==> config.mk <==
export PLATFORM = sky130hd
export DESIGN_NAME = dom_gf_multiplier
export DESIGN_NICKNAME = d
export VERILOG_FILES = /design/src/rtl/dom_gf_pkg.sv /design/src/rtl/gf_mult_comb.sv /design/src/rtl/dom_gf_multiplier.sv
export SDC_FILE = /design/constraint.sdc
export NUM_CORES = 1
export LEC_CHECK = 0
export CAP_MARGIN = 20
export CORE_MARGIN = 3
export CORE_UTILIZATION = 44
export DETAILED_ROUTE_END_ITERATION = 10
export GPL_ROUTABILITY_DRIVEN = 0
export PLACE_DENSITY = 0.77
export SLEW_MARGIN = 20
export SYNTH_ARGS = -nofsm -noshare
export SYNTH_HDL_FRONTEND = slang
export SYNTH_SLANG_ARGS = --single-unit
==> constraint.sdc <==
create_clock -name clk -period 1.5 [get_ports clk]
set_clock_uncertainty 0.1 [all_clocks]
set_input_delay 0.225 -clock clk [delete_from_list [all_inputs] [get_ports clk]]
set_output_delay 0.225 -clock clk [all_outputs]
set_load 0.02 [all_outputs]
==> src/rtl/dom_gf_pkg.sv <==
// Shared definitions for the DOM-protected GF(2^n) multiplier.
// Holds the field-arithmetic helpers and the share-pair indexing for the randomness bus.
package dom_gf_pkg;

    // Upper bound on the field degree the arithmetic helper supports.
    localparam int unsigned MAX_WIDTH = 16;
    localparam int unsigned Y_IDX_W   = $clog2(MAX_WIDTH);
    localparam int unsigned SH_IDX_W  = $clog2(MAX_WIDTH + 1);

    // Standard irreducible polynomials (MSB is x^n).
    localparam logic [2:0] GF4_POLY   = 3'b111;
    localparam logic [4:0] GF16_POLY  = 5'b10011;
    localparam logic [8:0] GF256_POLY = 9'b100011011;

    // Number of cross-domain share pairs, each needing one fresh random element.
    function automatic int unsigned npair(input int unsigned shares);
        return (shares * (shares - 1)) / 2;
    endfunction

    // Slot of pair (i,j), i<j, in the randomness bus: order (0,1),(0,2)..(1,2)..
    function automatic int unsigned pair_idx(input int unsigned i,
                                             input int unsigned j,
                                             input int unsigned shares);
        return i * shares - (i * (i + 1)) / 2 + (j - i - 1);
    endfunction

    // Carry-less product of x and y reduced modulo poly; only the low width bits are meaningful.
    function automatic logic [MAX_WIDTH-1:0] gf_mul(input logic [MAX_WIDTH-1:0] x,
                                                    input logic [MAX_WIDTH-1:0] y,
                                                    input logic [MAX_WIDTH:0]   poly,
                                                    input int unsigned          width);
        logic [MAX_WIDTH-1:0] acc;
        logic [MAX_WIDTH:0]   sh;
        logic [MAX_WIDTH:0]   mask;
        mask = (MAX_WIDTH + 1)'((33'd1 << width) - 33'd1);
        acc  = '0;
        sh   = {1'b0, x} & mask;
        for (int unsigned k = 0; k < MAX_WIDTH; k++) begin
            if (k < width) begin
                if (y[Y_IDX_W'(k)]) begin
                    acc = acc ^ sh[MAX_WIDTH-1:0];
                end
                // Multiply the running partial by x and fold the overflow back in.
                sh = sh << 1;
                if (sh[SH_IDX_W'(width)]) begin
                    sh = sh ^ poly;
                end
                sh = sh & mask;
            end
        end
        return acc;
    endfunction

endpackage

==> src/rtl/gf_mult_comb.sv <==
// Purely combinational GF(2^WIDTH) multiplier for one share product.
module gf_mult_comb
    import dom_gf_pkg::*;
#(
    parameter int unsigned      WIDTH = 2,
    parameter logic [WIDTH:0]   POLY  = 3'b111
) (
    input  logic [WIDTH-1:0] x_i,
    input  logic [WIDTH-1:0] y_i,
    output logic [WIDTH-1:0] prod_c
);

    // Field product, truncated to the element width.
    assign prod_c = WIDTH'(gf_mul(MAX_WIDTH'(x_i), MAX_WIDTH'(y_i),
                                  (MAX_WIDTH + 1)'(POLY), WIDTH));

endmodule

==> src/rtl/dom_gf_multiplier.sv <==
// Pipelined DOM-indep masked GF(2^WIDTH) multiplier with valid/ready handshake.
// All SHARES^2 share products are registered (cross terms remasked with fresh
// randomness) before compression, so no two domains meet in unregistered logic.
// Optional: define DOM_GF_UNMASK_CHECK_EN to add the debug-only err output that
// compares the recombined product against an unmasked reference.
module dom_gf_multiplier
    import dom_gf_pkg::*;
#(
    parameter  int unsigned    WIDTH  = 2,
    parameter  int unsigned    SHARES = 2,
    parameter  logic [WIDTH:0] POLY   = 3'b111,
    localparam int unsigned    NPAIR  = npair(SHARES)
) (
    input  logic                      clk,
    input  logic                      rst,
    input  logic                      in_valid,
    output logic                      in_ready,
    input  logic [SHARES*WIDTH-1:0]   a_sh,
    input  logic [SHARES*WIDTH-1:0]   b_sh,
    input  logic [NPAIR*WIDTH-1:0]    z_rand,
    output logic                      out_valid,
    input  logic                      out_ready,
    output logic [SHARES*WIDTH-1:0]   q_sh
`ifdef DOM_GF_UNMASK_CHECK_EN
    ,
    output logic                      err
`endif
);

    localparam int unsigned NTERM = SHARES * SHARES;

    logic                              accept;
    logic                              valid_q;
    logic [NTERM-1:0][WIDTH-1:0]       term_d;
    logic [NTERM-1:0][WIDTH-1:0]       term_q;
    logic [SHARES-1:0][WIDTH-1:0]      q_c;

    assign in_ready  = ~valid_q | out_ready;
    assign accept    = in_valid & in_ready;
    assign out_valid = valid_q;

    // Stage 1: one multiplier per (i,j) share pair; cross terms remasked with z_ij.
    for (genvar gi = 0; gi < SHARES; gi++) begin : g_row
        for (genvar gj = 0; gj < SHARES; gj++) begin : g_col
            localparam int unsigned PI = (gi < gj) ? pair_idx(gi, gj, SHARES) :
                                         (gi > gj) ? pair_idx(gj, gi, SHARES) : 0;
            logic [WIDTH-1:0] prod;

            gf_mult_comb #(
                .WIDTH (WIDTH),
                .POLY  (POLY)
            ) u_mul (
                .x_i    (a_sh[gi*WIDTH +: WIDTH]),
                .y_i    (b_sh[gj*WIDTH +: WIDTH]),
                .prod_c (prod)
            );

            if (gi == gj) begin : g_inner
                assign term_d[gi*SHARES + gj] = prod;
            end else begin : g_cross
                assign term_d[gi*SHARES + gj] = prod ^ z_rand[PI*WIDTH +: WIDTH];
            end
        end
    end

    // Term bank and output-valid flag; the bank loads only on accept, so a stall holds q_sh.
    always_ff @(posedge clk) begin
        if (rst) begin
            valid_q <= 1'b0;
            term_q  <= '0;
        end else if (accept) begin
            valid_q <= 1'b1;
            term_q  <= term_d;
        end else if (out_ready) begin
            valid_q <= 1'b0;
        end
    end

    // Stage 2: each output share compresses its own row of registered terms.
    always_comb begin
        q_c = '0;
        for (int i = 0; i < SHARES; i++) begin
            for (int j = 0; j < SHARES; j++) begin
                q_c[i] = q_c[i] ^ term_q[i*SHARES + j];
            end
        end
    end

    assign q_sh = q_c;

`ifdef DOM_GF_UNMASK_CHECK_EN
    logic [WIDTH-1:0] a_all_c;
    logic [WIDTH-1:0] b_all_c;
    logic [WIDTH-1:0] q_all_c;
    logic [WIDTH-1:0] ref_d;
    logic [WIDTH-1:0] ref_q;

    // Debug-only recombination of operands and product; deliberately unmasked.
    always_comb begin
        a_all_c = '0;
        b_all_c = '0;
        q_all_c = '0;
        for (int i = 0; i < SHARES; i++) begin
            a_all_c = a_all_c ^ a_sh[i*WIDTH +: WIDTH];
            b_all_c = b_all_c ^ b_sh[i*WIDTH +: WIDTH];
            q_all_c = q_all_c ^ q_c[i];
        end
    end

    gf_mult_comb #(
        .WIDTH (WIDTH),
        .POLY  (POLY)
    ) u_ref_mul (
        .x_i    (a_all_c),
        .y_i    (b_all_c),
        .prod_c (ref_d)
    );

    // Unmasked reference product, captured alongside the term bank.
    always_ff @(posedge clk) begin
        if (rst) begin
            ref_q <= '0;
        end else if (accept) begin
            ref_q <= ref_d;
        end
    end

    assign err = valid_q & (q_all_c != ref_q);
`endif

endmodule

==> results of run 1 <==
power groups by stage:
stage | sequential (W) | clock (W) | combinational, W
final | 0.000273 | 0.000187 | 0.000250
after global routing | 0.000275 | 0.000200 | 0.000269
after CTS | 0.000272 | 0.000188 | 0.000250
after detailed placement | 0.000278 | 0 | 0.000269
after global placement | 0.000277 | 0 | 0.000262
after floorplan | 0.000278 | 0 | 0.000122
through the flow:
| stage | instance area, um2 | setup TNS [ns] | setup slack, ns |
|---|---|---|---|
| global route | 975.9 | 0 | 0.008415 |
| CTS | 969.7 | 0 | 0.03095 |
| detailed placement | 957.2 | -1.842 | -0.3491 |
| finish | 975.9 | 0 | 0.05179 |
| global placement | 957.2 | -1.630 | -0.3174 |
| floorplan | 621.8 | 0 | 0.1029 |
cell usage after synthesis, drive strengths merged:
master / count
nand2b: 2
nor2: 6
inv: 1
clkbuf: 2
dfxtp: 9
o211ai: 1
a221oi: 3
and2b: 1
nor4bb: 1
and2: 1
and4bb: 1
xor2: 6
o21ai: 1
nor3b: 1
nand4b: 1
a211oi: 3
nor2b: 1
a21oi: 2
xnor2: 4
nor3: 1
nand3: 1
mux2: 6
nand2: 10
nand3b: 4
o31ai: 2
critical path: stages, from the launching register on:
cell	delay, ns
sky130_fd_sc_hd__dfxtp_1	0.36
sky130_fd_sc_hd__xor2_1	0.15
sky130_fd_sc_hd__dlygate4sd2_1	0.35
flip-flops by register name, summed over array words and instances, names as in the netlist:
register and cells:
term_q 8, out_valid 1
final timing paths:
check,from,endpoint,cells after the start
worst max-delay path,term_q[2],q_sh[0],2
worst min register to register,term_q[3],term_q[3],2
worst min-delay path,a_sh[2],term_q[4],4
worst max register to register,out_valid,term_q[6],5
area by class of cell:
cell class / instances / area, um2 / share of cell area (%)
clock buffers: 4 / 26.28 / 2.692
inverters: 1 / 3.754 / 0.3846
multi-input cells: 59 / 430.4 / 44.10
flip-flops and latches: 9 / 180.2 / 18.46
well taps: 14 / 17.52 / 1.795
repair buffers: 37 / 317.8 / 32.56
layer usage:
layer,track usage (%),routed length (um)
met1,18.97,672
met2,28.20,776
met3,3.734,120
met4,12.65,14
met5,0,0
logic make-up after synthesis:
kind of cell	after synthesis	share of synthesized area [%]
AND/OR/NAND/NOR	31	27.77
AO/OA/AOI/OAI	12	15.89
XOR/XNOR	10	14.08
flip-flops	9	28.97
multiplexers	6	11.47
buffers and inverters	3	1.811
what timing repair did:
item / CTS / global route
endpoints found under the hold margin: 0 / 0
pin swaps: 2 / 1
gates resized for setup: 11 / 3
setup endpoints to repair: 9 / 2
hold buffers: 0 / 0
==> out/qor.tcl, run 1 <==
set qor(clk-insertion-delay-late_ns) 0.25
set qor(yosys_register_bits) 9
set qor(report.power.total_w) 0.0007095
set qor(row_count) 12
set qor(timing.final.max_slew_violations) 0
set qor(finalWorstPathRequiredPeriod_ns) 1.448
set qor(crit_path_max_fanout) 2
set qor(final_antenna_net_count) 0
set qor(syn_area_um2) 621.8
set qor(hold_path.class) {input port to flop}
set qor(htree_levels) 1
set qor(layout-drive-gt1-share_pct) 24.55
set qor(power_switching_w) 0.0002159
set qor(floorplan.die.height_um) 43.60
set qor(yosysSeqAreaShare_pct) 28.97
set qor(grt_antenna_before_repair) 0
set qor(synth_top_area_share_pct) 28.97
set qor(cts_made_buffers) 3
set qor(finish.net_count) 125
set qor(area_growth_syn_to_layout_pct) 56.94
set qor(global_route_wire_length_before_repair_mm) 2.490
set qor(clock_slew_at_reported_path_ffs_ns) 0.07
set qor(routed_via_density) 5.331
set qor(initial_core_util_pct) 51.13
set qor(cap_viol_max_count) 0
set qor(final.fill_count) 89
set qor(cell_types_occupying_the_most_area_after_synthesis) {sky130_fd_sc_hd__dfxtp_1 29%, sky130_fd_sc_hd__xor2_1 8.5%, sky130_fd_sc_hd__mux2_1 7.2%}
set qor(drt-wirelength-per-cell_um) 12.77
set qor(slew_headroom_pct) 80.71
set qor(syn_inst) 71
set qor(holdWs_ns) 0.3747
set qor(outcome) {complete, no violations}
set qor(io-pin-count) 20
set qor(postSynthNetCount) 85
set qor(yosysUniqueCellTypes) 28
set qor(grt_max_degree) 12
set qor(cts_tree) {built}
set qor(via_count_of_the_first_global_routing_pass) 613
set qor(floorplan_die_width_um) 43.60
set qor(p_seq_share_pct) 38.4
set qor(power.density_mw_per_mm2) 727.0
set qor(route.vias.total) 661
set qor(ctsRootBufferMaster) {sky130_fd_sc_hd__clkbuf_4}
set qor(regToRegSetupSlack_ns) 0.28
set qor(worstSetupStartpointType) {flop}
set qor(unrepaired_setup_endpoints_after_global_routing) {false}
set qor(clockBufferDepth) 2
set qor(power.share.clock_pct) 26.4
set qor(timing.setup.critical_path_class) {flop to output pin}
set qor(comb_power_share_pct) 35.2
set qor(synthDominantAreaCellType) {sky130_fd_sc_hd__dfxtp_1}
set qor(fin_crit_sh_pct) 96.55
set qor(die-area_mm2) 0.001901
set qor(power.ir.vdd_worst_uv) 359.7
set qor(core_region_area_mm2) 0.001216
set qor(post_layout_nonfiller_instances) 124
set qor(sw_frac_of_total_pct) 30.43
set qor(cts_setup_buffers) 0
set qor(worstSetupEndpointType) {output pin}
set qor(placed_wire_length_estimate_mm) 1.251
set qor(drt_pre_antenna_iters) 4
set qor(crit_arrival_ns) 1.12
set qor(mostFrequentLayoutCell) {sky130_fd_sc_hd__buf_4}
set qor(report.final.setup_viol) 0
set qor(grt.overflow.total) 0
set qor(place.port_buffers) 19
set qor(synthesis.yosys.warnings) 0
set qor(route.final.wire_length_mm) 1.583
set qor(timing.critical_path.required_ns) 1.17
set qor(timing.final.hold_violations) 0
set qor(achievable-frequency_ghz) 0.6905
set qor(most-common-layout-cells) {18 x sky130_fd_sc_hd__buf_4, 10 x sky130_fd_sc_hd__nand2_1, 10 x sky130_fd_sc_hd__dlygate4sd2_1}
set qor(drc) 0
set qor(final_core_utilization_pct) 80.25
set qor(synthesis.area_per_instance_um2) 8.758
set qor(initialDrtViolationCount) 19
set qor(clkSinkCount) 9
set qor(worstMarginPinSlew_ns) 0.2855
set qor(gr-usage-all-layers_pct) 17.11
set qor(antenna_diode_count) 0
set qor(dp.cells) 120
set qor(power.static_leakage_nw) 0.4527
set qor(cell_internal_pwr_w) 0.0004936
Power figures use the tool's default switching activity.
==> inputs of run 2 (changes only) <==
--- a/config.mk
+++ b/config.mk
@@ -6,11 +6,13 @@
 export NUM_CORES = 1
 export LEC_CHECK = 0
 export CAP_MARGIN = 20
-export CORE_MARGIN = 3
+export CORE_MARGIN = 1.5
 export CORE_UTILIZATION = 44
 export DETAILED_ROUTE_END_ITERATION = 10
 export GPL_ROUTABILITY_DRIVEN = 0
+export MAX_ROUTING_LAYER = met4
 export PLACE_DENSITY = 0.77
+export SKIP_CTS_REPAIR_TIMING = 1
 export SLEW_MARGIN = 20
 export SYNTH_ARGS = -nofsm -noshare
 export SYNTH_HDL_FRONTEND = slang
==> out/qor.tcl, run 2 (synthesis gave the netlist of run 1 again) <==
set qor(power.density_mw_per_mm2) 714.9
set qor(regToRegSetupSlack_ns) 0.28
set qor(whs_endpoint) {term_q[2]}
set qor(grt.overflow.total) 0
set qor(rr_worst_depth) 5
set qor(antenna_diode_count) 0
set qor(p_seq_share_pct) 37.1
set qor(postPlaceCellArea_um2) 943.4
set qor(clkSinkCount) 9
set qor(place.port_buffers) 19
set qor(timing.hold.worst.start) {term_q[2]}
set qor(floorplan_die_width_um) 40.60
set qor(cts_tree) {built}
set qor(path_delay_family) {buffers and inverters}
set qor(initialDrtViolationCount) 10
set qor(clockBufferDepth) 2
set qor(power.share.clock_pct) 25.9
set qor(worst_r2r_startpoint) {out_valid}
set qor(finish.instance_area_mm2) 0.001032
set qor(crit_path_max_fanout) 4
set qor(most-common-layout-cells) {16 x sky130_fd_sc_hd__buf_4, 12 x sky130_fd_sc_hd__dlymetal6s2s_1, 10 x sky130_fd_sc_hd__nand2_1}
set qor(largest_reg_flops) 8
set qor(timing.final.max_slew_violations) 0
set qor(power_switching_w) 0.0002266
set qor(final_worst_setup_slack_ns) 0.1090
set qor(initial_core_util_pct) 47.79
set qor(report.final.setup_viol) 0
set qor(power.ir.vdd_worst_uv) 392.2
set qor(timing.final.hold_violations) 0
set qor(hold_path.class) {flop to flop}
set qor(timing.critical_path.slowest_cell_delay_ns) 0.47
set qor(global_route_wire_length_before_repair_mm) 2.373
set qor(htree_levels) 1
set qor(routed_via_density) 5.333
set qor(unrepaired_setup_endpoints_after_global_routing) {false}
set qor(setup-tns-final_ns) 0
set qor(cap_viol_max_count) 0
set qor(worstMarginPinSlew_ns) 0.3474
set qor(sw_frac_of_total_pct) 30.70
set qor(timing.setup.critical_path_class) {input port to flop}
set qor(cts_made_buffers) 3
set qor(via_count_of_the_first_global_routing_pass) 553
set qor(io-pin-count) 20
set qor(power.static_leakage_nw) 0.5424
set qor(route.vias.total) 656
set qor(clock_slew_at_reported_path_ffs_ns) 0.06
set qor(die-area_mm2) 0.001648
set qor(drc) 0
set qor(drt_pre_antenna_iters) 4
set qor(placed_wire_length_estimate_mm) 1.228
set qor(crit_arrival_ns) 1.48
set qor(achievable-frequency_ghz) 0.7189
set qor(cell_internal_pwr_w) 0.0005114
set qor(finalWorstPathRequiredPeriod_ns) 1.391
set qor(floorplan.die.height_um) 40.60
set qor(ctsRootBufferMaster) {sky130_fd_sc_hd__clkbuf_4}
set qor(worstSetupEndpointType) {flop}
set qor(route.final.wire_length_mm) 1.660
set qor(row_count) 13
set qor(crit_chain) {clkdlybuf4s50_1 -> mux2_1 -> a221oi_4 -> nand2b_1 -> o211ai_1}
set qor(gr-usage-all-layers_pct) 23.01
set qor(worstSetupStartpointType) {input port}
set qor(final_antenna_net_count) 0
set qor(number_of_buffer_and_inverter_instances_along_the_worst_setup_path) 1
set qor(grt_antenna_before_repair) 0
set qor(registers.top_by_ff_count) {term_q}
set qor(core_region_area_mm2) 0.001301
set qor(area_growth_syn_to_layout_pct) 66.00
set qor(grt_max_degree) 11
set qor(post-place-ws_ns) -0.3536
set qor(cell_count_of_the_worst_hold_path) 2
set qor(timing.critical_path.required_ns) 1.59
set qor(clk-insertion-delay-late_ns) 0.26
set qor(layout-drive-gt1-share_pct) 25.00
set qor(reg2reg_to) {term_q[0]}
set qor(slew_headroom_pct) 76.51
set qor(outcome) {complete, no violations}
set qor(drt-wirelength-per-cell_um) 13.50
set qor(finish.net_count) 123
set qor(mostFrequentLayoutCell) {sky130_fd_sc_hd__buf_4}
set qor(comb_power_share_pct) 37.0
set qor(fin_crit_sh_pct) 92.73
set qor(cpMaxStageDelayCell) {sky130_fd_sc_hd__clkdlybuf4s50_1}
[run 2: changes by cell type in the layout (fill, tap and decap cells not counted), moves of 2 or more]
| cell | delta |
|---|---|
| sky130_fd_sc_hd__a221oi_2 | -2 |
| sky130_fd_sc_hd__a221oi_4 | +2 |
| sky130_fd_sc_hd__buf_4 | -2 |
| sky130_fd_sc_hd__dlygate4sd2_1 | -10 |
| sky130_fd_sc_hd__dlymetal6s2s_1 | +10 |
[run 2: power groups by stage]
stage                     sequential, W  clock [W]  combinational, W
after floorplan                0.000278          0          0.000122
after global placement         0.000278          0          0.000258
after detailed placement       0.000279          0          0.000263
after CTS                      0.000274   0.000197          0.000264
after global routing           0.000276   0.000206          0.000294
final                          0.000274   0.000191          0.000273
[run 2: worst max path at each step]
stage / startpoint / end / slack (ns) / cells after the start
2_1_floorplan: out_valid / term_q[0] / 0.10 / 5
3_3_place_gp: b_sh[3] / term_q[3] / -0.34 / 5
3_5_place_dp: a_sh[1] / term_q[3] / -0.35 / 5
4_1_cts: term_q[5] / q_sh[3] / -0.23 / 2
5_1_grt: out_ready / term_q[6] / 0.009 / 6
6_report: a_sh[2] / term_q[5] / 0.11 / 5
[run 2: area by class of cell]
cell class | count | area (um2)
Clock buffer | 4 | 26.28
Fill cell | 90 | 269.0
Inverter | 1 | 3.754
Multi-Input combinational cell | 59 | 462.9
Sequential cell | 9 | 180.2
Tap cell | 15 | 18.77
Timing Repair Buffer | 35 | 340.3
[run 2: routing by layer]
metal | track usage, % | vias up | wire (um)
li1 | - | 331 | -
met1 | 26.97 | 307 | 701
met2 | 39.68 | 16 | 894
met3 | 3.333 | 2 | 48
met4 | 7.500 | 0 | 17
met5 | - | - | 0
[run 2: metrics by stage]
step / hold slack [ns] / cells / utilization [%] / power, W
finish: 0.4005 / 123 / 79.33 / 0.0007379
global route: 0.4154 / 123 / 79.33 / 0.0007764
CTS: 0.4014 / 123 / 74.52 / 0.0007356
detailed placement: 0.3897 / 119 / 72.50 / 0.0005422
global placement: 0.3752 / 119 / 72.50 / 0.0005359
floorplan: 0.2545 / 71 / - / 0.0003994
[run 2: tightest hold or removal path: stages (launching register included)]
cell and delay (ns):
sky130_fd_sc_hd__dfxtp_1 0.32, sky130_fd_sc_hd__nand3b_1 0.08, sky130_fd_sc_hd__o31ai_1 0.06
==> inputs of run 3 (changes only) <==
--- a/config.mk
+++ b/config.mk
@@ -11,7 +11,7 @@
 export DETAILED_ROUTE_END_ITERATION = 10
 export GPL_ROUTABILITY_DRIVEN = 0
 export MAX_ROUTING_LAYER = met4
-export PLACE_DENSITY = 0.77
+export PLACE_DENSITY = 0.78
 export SKIP_CTS_REPAIR_TIMING = 1
 export SLEW_MARGIN = 20
 export SYNTH_ARGS = -nofsm -noshare
==> out/qor.tcl, run 3 (synthesis gave the netlist of run 1 again) <==
set qor(cpMaxStageDelayCell) {sky130_fd_sc_hd__clkdlybuf4s50_1}
set qor(route.final.wire_length_mm) 1.539
set qor(global_route_wire_length_before_repair_mm) 2.380
set qor(clock_slew_at_reported_path_ffs_ns) 0.07
set qor(critical_path.startpoint) {a_sh[3]}
set qor(clockBufferDepth) 2
set qor(drc) 0
set qor(final.fill_count) 97
set qor(via_count_of_the_first_global_routing_pass) 614
set qor(timing.setup.critical_path_class) {input port to flop}
set qor(placed_wire_length_estimate_mm) 1.226
set qor(drt-wirelength-per-cell_um) 12.31
set qor(finish.net_count) 125
set qor(power.ir.vdd_worst_uv) 318.7
set qor(final_worst_setup_slack_ns) 0.1033
set qor(reg2reg_to) {term_q[6]}
set qor(crit_arrival_ns) 1.49
set qor(routed_via_density) 5.408
set qor(timing.hold.worst.start) {term_q[3]}
set qor(grt.overflow.total) 0
set qor(clkSinkCount) 9
set qor(io-pin-count) 20
set qor(cell_count_of_the_worst_hold_path) 2
set qor(fin_crit_sh_pct) 93.11
set qor(hold_path.class) {flop to flop}
set qor(die-area_mm2) 0.001648
set qor(power.density_mw_per_mm2) 719.0
set qor(timing.final.hold_violations) 0
set qor(worstSetupEndpoint) {term_q[5]}
set qor(antenna_diode_count) 0
set qor(worst_r2r_startpoint) {out_valid}
set qor(place.port_buffers) 19
set qor(outcome) {complete, no violations}
set qor(floorplan_die_width_um) 40.60
set qor(mostFrequentLayoutCell) {sky130_fd_sc_hd__buf_4}
set qor(row_count) 13
set qor(route.vias.total) 676
set qor(holdWs_ns) 0.3867
set qor(gr-usage-all-layers_pct) 22.66
set qor(most-common-layout-cells) {18 x sky130_fd_sc_hd__buf_4, 11 x sky130_fd_sc_hd__dlymetal6s2s_1, 10 x sky130_fd_sc_hd__nand2_1}
set qor(htree_levels) 1
set qor(finalWorstPathRequiredPeriod_ns) 1.397
set qor(drt_pre_antenna_iters) 4
set qor(power.static_leakage_nw) 0.5304
set qor(initialDrtViolationCount) 8
set qor(slew_headroom_pct) 78.63
set qor(worstSetupEndpointType) {flop}
set qor(worstMarginPinSlew_ns) 0.3162
set qor(rr_worst_depth) 5
set qor(regToRegSetupSlack_ns) 0.27
set qor(ctsRootBufferMaster) {sky130_fd_sc_hd__clkbuf_4}
set qor(worstSetupPathDepth) 5
set qor(timing.final.max_slew_violations) 0
set qor(floorplan.die.height_um) 40.60
set qor(cts_made_buffers) 3
set qor(final_antenna_net_count) 0
set qor(report.final.setup_viol) 0
set qor(timing.critical_path.required_ns) 1.60
set qor(crit_chain) {clkdlybuf4s50_1 -> mux2_1 -> a221oi_2 -> nand2b_1 -> o211ai_1}
set qor(unrepaired_setup_endpoints_after_global_routing) {false}
set qor(initial_core_util_pct) 47.79
set qor(cap_viol_max_count) 0
set qor(cts_tree) {built}
set qor(core_region_area_mm2) 0.001301
set qor(path_delay_family) {buffers and inverters}
set qor(largest_reg_flops) 8
set qor(layout-drive-gt1-share_pct) 24.55
set qor(registers.top_by_ff_count) {term_q}
set qor(area_growth_syn_to_layout_pct) 62.78
set qor(post-place-ws_ns) -0.3671
set qor(crit_path_max_fanout) 6
set qor(achievable-frequency_ghz) 0.7160
set qor(timing.critical_path.slowest_cell_delay_ns) 0.50
set qor(grt_antenna_before_repair) 0
set qor(number_of_buffer_and_inverter_instances_along_the_worst_setup_path) 1
set qor(grt_max_degree) 12
set qor(clk-insertion-delay-late_ns) 0.27
set qor(worstSetupStartpointType) {input port}
run 3: worst min path at each step:
| stage | to |
|---|---|
| floorplan | out_valid |
| global placement | term_q[3] |
| detailed placement | term_q[3] |
| CTS | term_q[3] |
| global route | term_q[3] |
| finish | term_q[3] |
run 3: layer usage:
metal,track usage (%),share of wire [%],up-vias
met5,-,0,-
met4,14.17,2.0,0
met3,1.667,3.3,4
met2,38.89,51,26
met1,25.00,43,314
li1,-,-,332
run 3: worst register-to-register path: cells and delay by family, from the launching register on:
family	cells	cell delay [ns]
AOI/OAI and AO/OA	1	0.23
and+or+nand+nor	3	0.37
buffers and inverters	1	0.13
DFF	1	0.31
run 3: final cells by class:
class / instances / area, um2 / area share, %
Clock buffer: 4 / 26.28 / 2.596
Sequential cell: 9 / 180.2 / 17.80
Timing Repair Buffer: 37 / 352.8 / 34.86
Tap cell: 15 / 18.77 / 1.854
Inverter: 1 / 3.754 / 0.3708
Multi-Input combinational cell: 59 / 430.4 / 42.52
run 3: report_power, final:
part           switching [W]  internal [W]  total, W
clock network      0.0000915      0.000103  0.000194
logic               0.000116      0.000145  0.000261
registers          0.0000134      0.000260  0.000273
run 3: through the flow:
| stage | power (W) | area, um2 | util (%) | cells | setup TNS, ns |
|---|---|---|---|---|---|
| floorplan | 0.0003994 | 621.8 | - | 71 | 0 |
| global placement | 0.0005381 | 958.4 | 73.65 | 121 | -1.551 |
| detailed placement | 0.0005448 | 958.4 | 73.65 | 121 | -1.832 |
| CTS | 0.0007381 | 984.7 | 75.67 | 125 | -1.248 |
| global route | 0.0007632 | 1012 | 77.79 | 125 | 0 |
| finish | 0.0007278 | 1012 | 77.79 | 125 | 0 |
